===== config.mk =====
export PLATFORM = sky130hd
export DESIGN_NAME = spi_ram_arbiter
export DESIGN_NICKNAME = d
export VERILOG_FILES = /design/src/rtl/spi_ram_arbiter.sv
export SDC_FILE = /design/constraint.sdc
export NUM_CORES = 1
export LEC_CHECK = 0
export ABC_AREA = 0
export ABC_CLOCK_PERIOD_IN_PS = 6400
export CAP_MARGIN = 20
export CORE_MARGIN = 2
export CORE_UTILIZATION = 39
export CTS_BUF_LIST = sky130_fd_sc_hd__clkbuf_16
export CTS_CLUSTER_SIZE = 25
export DETAILED_ROUTE_END_ITERATION = 10
export PLACE_DENSITY_LB_ADDON = 0.1
export RECOVER_POWER = 25
export SKIP_LAST_GASP = 1
export SLEW_MARGIN = 20
export SYNTH_ARGS = -nofsm -noshare
export SYNTH_HDL_FRONTEND = slang
export SYNTH_SLANG_ARGS = --single-unit

===== constraint.sdc =====
create_clock -name clk -period 6.4 [get_ports clk]
set_input_delay 1.28 -clock clk [delete_from_list [all_inputs] [get_ports clk]]
set_output_delay 1.28 -clock clk [all_outputs]
set_load 0.005 [all_outputs]

===== src/rtl/spi_ram_arbiter.sv =====
// Two-master round-robin arbiter for a single-port on-chip RAM with 1-cycle read latency.
// Each master sees a pipelined Avalon-MM slave; the RAM pins are driven directly.
module spi_ram_arbiter #(
    parameter int ADDR_W = 15,
    parameter int DATA_W = 32,
    parameter int BE_W   = 4
) (
    input  logic              clk,
    input  logic              reset,
    input  logic              hold,
    input  logic [ADDR_W-1:0] m0_address,
    input  logic [BE_W-1:0]   m0_byteenable,
    input  logic              m0_read,
    input  logic              m0_write,
    input  logic [DATA_W-1:0] m0_writedata,
    output logic              m0_waitrequest,
    output logic [DATA_W-1:0] m0_readdata,
    output logic              m0_readdatavalid,
    input  logic [ADDR_W-1:0] m1_address,
    input  logic [BE_W-1:0]   m1_byteenable,
    input  logic              m1_read,
    input  logic              m1_write,
    input  logic [DATA_W-1:0] m1_writedata,
    output logic              m1_waitrequest,
    output logic [DATA_W-1:0] m1_readdata,
    output logic              m1_readdatavalid,
    output logic [ADDR_W-1:0] ram_address,
    output logic [BE_W-1:0]   ram_byteenable,
    output logic              ram_chipselect,
    output logic              ram_write,
    output logic [DATA_W-1:0] ram_writedata,
    output logic              ram_clken,
    input  logic [DATA_W-1:0] ram_readdata
);

    logic              req0;
    logic              req1;
    logic              gnt0;
    logic              gnt1;
    logic              last_grant;
    logic              rd_pend;
    logic              rd_owner;
    logic              rd_issue;
    logic [ADDR_W-1:0] addr_q;
    logic [BE_W-1:0]   be_q;
    logic [DATA_W-1:0] wdata_q;

    // On a tie the master that was not granted last wins; reset and hold suppress all grants.
    always_comb begin
        req0 = m0_read | m0_write;
        req1 = m1_read | m1_write;
        gnt0 = 1'b0;
        gnt1 = 1'b0;
        if (!reset && !hold) begin
            if (req0 && req1) begin
                if (last_grant) begin
                    gnt0 = 1'b1;
                end else begin
                    gnt1 = 1'b1;
                end
            end else if (req0) begin
                gnt0 = 1'b1;
            end else if (req1) begin
                gnt1 = 1'b1;
            end
        end
    end

    // A read that also asserts write is treated as a pure write.
    always_comb begin
        rd_issue = (gnt0 & m0_read & ~m0_write) | (gnt1 & m1_read & ~m1_write);
    end

    always_ff @(posedge clk or posedge reset) begin
        if (reset) begin
            last_grant <= 1'b1;
            rd_pend    <= 1'b0;
            rd_owner   <= 1'b0;
            addr_q     <= '0;
            be_q       <= '0;
            wdata_q    <= '0;
        end else begin
            rd_pend <= rd_issue;
            if (rd_issue) begin
                rd_owner <= gnt1;
            end
            if (gnt0 || gnt1) begin
                last_grant <= gnt1;
                addr_q     <= ram_address;
                be_q       <= ram_byteenable;
                wdata_q    <= ram_writedata;
            end
        end
    end

    // Idle RAM pins keep the last granted values so the bus does not toggle.
    always_comb begin
        ram_clken      = 1'b1;
        ram_chipselect = gnt0 | gnt1;
        ram_write      = (gnt0 & m0_write) | (gnt1 & m1_write);
        ram_address    = addr_q;
        ram_byteenable = be_q;
        ram_writedata  = wdata_q;
        if (gnt0) begin
            ram_address    = m0_address;
            ram_byteenable = m0_byteenable;
            ram_writedata  = m0_writedata;
        end else if (gnt1) begin
            ram_address    = m1_address;
            ram_byteenable = m1_byteenable;
            ram_writedata  = m1_writedata;
        end
    end

    always_comb begin
        m0_waitrequest   = reset | (req0 & ~gnt0);
        m1_waitrequest   = reset | (req1 & ~gnt1);
        m0_readdatavalid = ~reset & rd_pend & ~rd_owner;
        m1_readdatavalid = ~reset & rd_pend & rd_owner;
        m0_readdata      = ram_readdata;
        m1_readdata      = ram_readdata;
    end

endmodule

# Yosys cells after proc, flatten, opt, wreduce, memory -nomap -nowiden
# Index checks and enable logic that the tools add are counted.
# totals
output_inout_bits	122
elab_cells	50
in_bits	141
ff_bits	54
# op_classes
mux	15
reduce_logical	5
bitwise_logic	24
# ops
cell	n
32-bit 2-to-1 mux	2
15-bit 2-to-1 mux	2
1-bit AND	11
1-bit 2-to-1 mux	9
4-bit 2-to-1 mux	2
1-bit OR	7
1-bit inverter	6
1-bit logical AND	2
1-bit zero test	2
1-bit logical OR	1

# Logic depth before layout (Yosys ltp)
# Gate-level depths: netlist (run 1).
# logic_depth
ltp_word	8
mapped_depth	6
ltp_nobuf	3

# Worst setup path before layout (run 1)
# Ideal clock, no wire load.
# synth_timing
kind	input -> output
from	in reset
to	out m1_readdatavalid
arrival_ns	2.765
slack_ns	2.355
path_stages	2
t_required_ns	5.120
path_buffers	0
cell_sequence	inv_1 and3_1
# synth_between
elab_chain_len	3
# synth_rtl
item	line_no	text
start: declaration	9	input logic reset,
1-bit inverter	119	m1_readdatavalid = ~reset & rd_pend & rd_owner;
1-bit AND (2 in series)	119	
end: declaration	26	output logic m1_readdatavalid,
# Every way passes these cells.

# Worst setup path after layout (run 1)
# layout_timing
from	in m0_read
to	out ram_writedata[22]
# layout_between
elab_chain_len	6
word_cells_on_any_way	10
classes_between	mux (8); bitwise (1); reduce/logical (1)
# layout_rtl
item	line_no	text
start: declaration	13	input logic m0_read,
1-bit OR (*)	50	req0 = m0_read | m0_write;
1-bit 2-to-1 mux or 1-bit logical AND (tied branches)	61, 55	
1-bit 2-to-1 mux	55	if (req0 && req1) begin
1-bit 2-to-1 mux	54	if (!reset && !hold) begin
32-bit 2-to-1 mux	108	end else if (gnt1) begin
32-bit 2-to-1 mux (*)	104	if (gnt0) begin
end: declaration	31	output logic [DATA_W-1:0] ram_writedata,
# Every way passes the cells marked *; elsewhere a longest branch is shown, timed or not.

==> metrics.txt, run 1 <==
CTS H-tree lvls 2; die area roughly 0.011 mm²; area of the mapped netlist 0.003916 mm²; synth unique cells 28; layout cell share with drive strength beyond 1 0.3007; Ant. Diodes 0; Min-Delay Path Class reg -> reg; Initial Utilization 0.4007; clock share of power 0.214; Fmax 187.8 MHz; Seq pwr share 0.358; worst-margin pin slew 2.009 ns; DRC errors left 0; drt wl/cell about 18 µm; GRT Resource Usage Total 0.1767; drt total wl 10010 µm; post-route antenna net violation count 0; worst r2r src last_grant$_DFFE_PP1P_; # Post-CTS Setup Buffers 0; final setup TNS 0 ns; TritonCTS buffer count 5; Worst path most repeated cell clkdlybuf4s50_1; Power Dens Cells 229.9 mW/mm²; first-pass GRT wire length 15670 µm; switching part of the total 0.2552; Hold Path Origin last_grant$_DFFE_PP1P_; # clock sinks 54; Gate Count Post-Synth 330; pre-CTS WS 1.064 ns; CP arrival 4.05 ns; number of global-route vias before repair 2964; crit-path max FO 19; Chip Width 104.2 µm; dpl cell area 0.005049 mm²; max cap viols 1; via count 3067; unrepaired setup endpoints after global routing false; min Tclk post-route 5.325 ns; die height 104.2 µm; Pre-Repair DR Iteration Count 4; failing checks capacitance limit, slew limit; Resized cells post-CTS 0; Max Slew Vio Count 38; flop2flop setup slack roughly 4.3 ns; average cell area after synthesis roughly 12 µm²; Comb pwr share 0.428; final setup margin 1.075 ns; Hold Vio Cnt, Final 0; Rel. slew slack -0.3394; cell family with most CP delay buffers and inverters; Worst Path Buf+Inv 3; CP endpoint kind output pin; CTS Buffer Depth 2; crit-path cells clkdlybuf4s50_1 > or4_2 > buf_4 > a21boi_2 > a221o_1 > clkdlybuf4s50_1; leakage 2.024 nW; CP Data Required Time 5.12 ns; CTS tree built; Crit-path slowest cell or4_2; nets@finish between 500 and 600; DP HPWL 7124 µm; Int Pwr 887.1 µW; Net Switching a little over 300 µW; largest net degree at the start of global routing 64; cts hold-fix bufs 0; syn_nets 471; initial antenna violation count 0; Synth Register Bits 54; area delta synth->final 32.30%; gp weighted congestion 0.7791; Core Region 0.009774 mm²; Fin Clk Skew approximately 0.0062 ns; # setup viols final 0; critical path class in -> out; part of the Yosys area used for sequential elements 0.3454; final worst path period share 0.8320; Power, Total roughly 1.2 mW; Top Ports approximately 260; Initial DRC Count 154; Worst-path clk slew 0.07 ns; clock tree root buffer cell clkbuf_16; Worst-Skew Late Latency between 0.2 and 0.3 ns; Synth warnings 0; design area 0.005181 mm²; status finished with violations; number of port buffers 165; Crit path largest cell delay 1.01 ns; worst vdd ir 112.6 µV; worst setup path startpoint m0_read; startpoint types primary input; GRT overflow 0; DR vias/cell 5.659; # rows 36
cell type report:
cell class              instances  area, µm²
repair buffers                171       1705
flip-flops and latches         54       1353
clock buffers                   5      125.1
clock inverters                 3      11.26
fillers                       894       4593
well taps                     133      166.4
inverters                       4      15.01
multi-input cells             172       1805
kinds of logic (layout without fill, tap and decap cells):
| family | count (synthesis) | after routing | share of synthesized area |
|---|---|---|---|
| and+or+nand+nor | 9 | 9 | 0.01374 |
| DFF | 54 | 54 | 0.3454 |
| other | 1 | 1 | 0.0009575 |
| AOI/OAI and AO/OA | 162 | 162 | 0.4415 |
| buffers and inverters | 104 | 183 | 0.1984 |
cells in the final DEF (no fill, tap or decap):
cell type	instances
a21boi_0	2
a21boi_2	49
a21o_1	1
a221o_1	43
a221o_2	59
a22o_1	1
a31oi_1	1
a32o_1	1
a41oi_1	1
and3_1	1
and3b_4	1
buf_12	1
buf_4	4
clkbuf_1	1
clkbuf_16	5
clkdlybuf4s50_1	164
clkinv_1	1
conb_1	1
dfrtp_1	53
dfstp_2	1
dlygate4sd3_1	1
inv_1	6
nand2_1	1
nor2_1	2
nor2_4	1
nor2b_1	1
nor3b_1	1
o21ai_0	3
o221a_4	1
or4_2	1
metrics by stage:
stage / utilization / hold WS, ns / cells
after floorplan: - / 0.4990 / 330
after global placement: 0.5165 / 0.5201 / 534
final: 0.5301 / 0.5369 / 542
after CTS: 0.5305 / 0.5346 / 542
after global routing: 0.5301 / 0.5503 / 542
after detailed placement: 0.5165 / 0.5245 / 534
state kept, by name, indices dropped and copies added (netlist names):
| signal | cells |
|---|---|
| addr_q | 15 |
| last_grant | 1 |
| be_q | 4 |
| rd_pend | 1 |
| rd_owner | 1 |
| wdata_q | 32 |
final timing paths:
path | endpoint | cells after the start
min in group asynchronous | wdata_q[29]$_DFFE_PP0P_ | 2
max reg2reg | wdata_q[10]$_DFFE_PP0P_ | 3
max in group asynchronous | wdata_q[19]$_DFFE_PP0P_ | 3
min | last_grant$_DFFE_PP1P_ | 1
max | ram_writedata[22] | 6
min reg2reg | last_grant$_DFFE_PP1P_ | 1
cells in the mapped netlist:
master,count,area (µm²)
conb_1,1,3.750
a31oi_1,1,6.260
o21ai_0,3,15.01
nor3b_1,1,7.510
a21o_1,1,7.510
a21boi_0,2,15.01
dfstp_2,1,26.28
buf_2,14,70.07
and3b_1,1,8.760
a221o_2,59,664.4
buf_6,5,56.30
inv_1,4,15.01
nand2_1,1,3.750
nor2b_1,1,6.260
buf_4,71,533.0
dfrtp_1,53,1326
nor2_1,2,7.510
a32o_1,1,10.01
a41oi_1,1,8.760
a22o_1,1,8.760
a221o_1,43,430.4
buf_12,4,80.08
a21boi_2,49,551.8
and3_1,1,6.260
or4_1,1,7.510
o221a_1,1,11.26
nor2_2,1,6.260
clkbuf_1,6,22.52
power by group through the flow:
stage	Clock, mW	Sequential, mW	Combinational [mW]
after CTS	0.267	0.426	0.515
after detailed placement	0	0.432	0.512
final	0.255	0.426	0.510
after global placement	0	0.431	0.508
after global routing	0.279	0.432	0.550
after floorplan	0	0.427	0.302
metal layers:
metal / part of all wire / wire (µm) / vias to the layer above / global-route usage
met1: 0.43 / 4275 / 1490 / 0.2259
met2: 0.50 / 5000 / 135 / 0.3026
met5: 0 / 0 / - / 0
li1: - / - / 1424 / -
met4: 0.011 / 109 / 0 / 0.05502
met3: 0.062 / 622 / 18 / 0.03258
No activity file was read; power rests on OpenSTA's default activity.
==> inputs of run 2 (changes only) <==
--- a/config.mk
+++ b/config.mk
@@ -6,10 +6,10 @@
 export NUM_CORES = 1
 export LEC_CHECK = 0
 export ABC_AREA = 0
-export ABC_CLOCK_PERIOD_IN_PS = 6400
+export ABC_CLOCK_PERIOD_IN_PS = 4900
 export CAP_MARGIN = 20
 export CORE_MARGIN = 2
-export CORE_UTILIZATION = 39
+export CORE_UTILIZATION = 37
 export CTS_BUF_LIST = sky130_fd_sc_hd__clkbuf_16
 export CTS_CLUSTER_SIZE = 25
 export DETAILED_ROUTE_END_ITERATION = 10
==> constraint.sdc (replaced) <==
create_clock -name clk -period 4.9 [get_ports clk]
set_input_delay 0.98 -clock clk [delete_from_list [all_inputs] [get_ports clk]]
set_output_delay 0.98 -clock clk [all_outputs]
set_load 0.005 [all_outputs]
==> run 2 against run 1 <==
- the flow now finishes without violations
- sequential power up 30%
- sequential cell count is the same
- cell count up 0.92%
- core utilization down 2.0 points
- die area increased by 5.2%
- clock-buffer cell count unchanged
- critical path type unchanged
- critical endpoint is now ram_address[7]
==> metrics.txt, run 2 (same netlist as run 1, synthesis figures left out) <==
Hold EP last_grant$_DFFE_PP1P_ (unchanged); Fmax between 200 and 250 MHz; GRT Resource Usage Total 0.1635 (was 0.1767); area delta synth->final 34.44% (was 32.30%); commonest non-fill, non-tap cell in the layout clkdlybuf4s50_1 (unchanged); Top Ports 263 (unchanged); CTS H-tree lvls 2 (unchanged); die height 106.9 µm (was 104.2 µm); DRC errors left 0 (unchanged); via count 3069 (was 3067); drt total wl 9739 µm (was 10010 µm); number of port buffers 165 (unchanged); Hold Vio Cnt, Final 0 (unchanged); worst-margin pin slew 0.6387 ns (was 2.009 ns); # Post-CTS Setup Buffers 0 (unchanged); TritonCTS buffer count 5 (unchanged); layout cell share with drive strength beyond 1 0.3073 (was 0.3007); Hold Path Depth 1 (unchanged); DP HPWL 6837 µm (was 7124 µm); die area 0.01142 mm² (was 0.01086 mm²); flop2flop setup slack 3.21 ns (was 4.33 ns); CTS Buffer Depth 2 (unchanged); largest net degree at the start of global routing 54 (was 64); most frequent cells in the layout clkdlybuf4s50_1, a221o_2, dfrtp_1 (unchanged); gp weighted congestion 0.7574 (was 0.7791); worst r2r src last_grant$_DFFE_PP1P_ (unchanged); CP arrival 3.44 ns (was 4.05 ns); most flop-heavy register wdata_q (unchanged); unrepaired setup endpoints after global routing false (unchanged); final worst path period share 0.9024; Worst-path clk slew 0.07 ns (about the same); cts hold-fix bufs 0 (unchanged); min Tclk post-route about 4.4 ns; Min-Delay Path Class reg -> reg (unchanged); first-pass GRT wire length 14860 µm (was 15670 µm); number of global-route vias before repair 3013 (was 2964); nets@finish 550 (was 549); leakage 2.053 nW (was 2.024 nW); CTS tree built (unchanged); Rel. slew slack 0.5738 (was -0.3394); status completed (was finished with violations); Initial Utilization 0.3793 (was 0.4007); max cap viols 0 (was 1); Core Region 0.01032 mm² (was 0.009774 mm²); final setup TNS 0 ns (unchanged); DR WL met2 4610 µm (was 5000 µm); startpoint types primary input (unchanged); DR vias/cell 5.611 (was 5.659); Crit Reg-Reg Endpoint addr_q[12]$_DFFE_PP0P_ (was wdata_q[10]$_DFFE_PP0P_); Top Registers wdata_q (32), addr_q (15), be_q (4) (unchanged); top sig layer met4 (unchanged); # clock sinks 54 (unchanged); GRT overflow 0 (unchanged); critical path class in -> out (unchanged); Pre-Repair DR Iteration Count 4 (unchanged); met3 wire length 736 µm (was 622 µm); # setup viols final 0 (unchanged); Max Slew Vio Count 0 (was 38); CP endpoint kind output pin (unchanged); Hold Path Origin last_grant$_DFFE_PP1P_ (unchanged); clock tree root buffer cell clkbuf_16 (unchanged); CP Data Required Time 3.92 ns (was 5.12 ns); initial antenna violation count 1 (was 0); Resized cells post-CTS 0 (unchanged); Chip Width 106.9 µm (was 104.2 µm); Initial DRC Count 188 (was 154); WL met1 4153 µm (was 4275 µm); post-route antenna net violation count 0 (unchanged); Worst Reg-to-Reg Cells 4 (was 3); crit-path max FO 32 (was 19); Power Dens Cells 297.1 mW/mm² (was 229.9 mW/mm²); max reg flops 32 (unchanged); Power, Total 1.564 mW (was 1.191 mW); drt wl/cell 17.80 µm (was 18.46 µm); worst vdd ir 175.8 µV (was 112.6 µV); Fin Clk Skew 0.006808 ns (was 0.006171 ns); # rows 37 (was 36); Worst-Skew Late Latency 0.29 ns (about the same)
-- run 2: worst max-delay path: stages --
cell and delay, ns:
clkdlybuf4s50_1 0.52, or4_4 0.79, buf_12 0.27, a21boi_2 0.19
a221o_1 0.12, clkdlybuf4s50_1 0.54
-- run 2: how the worst max path moves through the flow --
stage	end	cells past startpoint	slack [ns]	from
5_1_grt	ram_address[6]	6	0.38	m0_read
3_5_place_dp	ram_address[6]	6	0.48	m0_read
3_3_place_gp	ram_address[9]	6	0.52	m0_read
2_1_floorplan	m1_readdatavalid	2	1.46	reset
6_report	ram_address[7]	6	0.48	m0_read
4_1_cts	ram_address[7]	6	0.48	m0_read
-- run 2: cell type report --
type | instances | area, µm²
fillers | 932 | 5059
inverters | 4 | 15.01
multi-input cells | 172 | 1808
repair buffers | 172 | 1779
clock inverters | 3 | 12.51
well taps | 136 | 170.2
flip-flops and latches | 54 | 1353
diodes | 1 | 2.502
clock buffers | 5 | 125.1
-- run 2: power breakdown --
part	total [mW]	switching [mW]	internal [mW]
sequential	0.555	0.0198	0.536
clock	0.339	0.153	0.185
combinational	0.670	0.225	0.446
total	1.56	0.398	1.17
-- run 2: per-layer routing --
metal | up-vias | GRT usage
met5 | - | 0
met4 | 0 | 0.07143
met3 | 14 | 0.03830
met2 | 117 | 0.2712
met1 | 1509 | 0.2031
li1 | 1429 | -
-- run 2: per-stage QoR --
stage	hold slack (ns)	setup WS, ns	cell area [µm²]	cells	util
floorplan	0.4990	1.455	3916	330	-
global placement	0.5178	0.5173	5125	538	0.4964
detailed placement	0.5293	0.4803	5125	538	0.4964
CTS	0.5381	0.4801	5263	546	0.5098
global route	0.5512	0.3769	5265	547	0.5100
finish	0.5324	0.4785	5265	547	0.5100
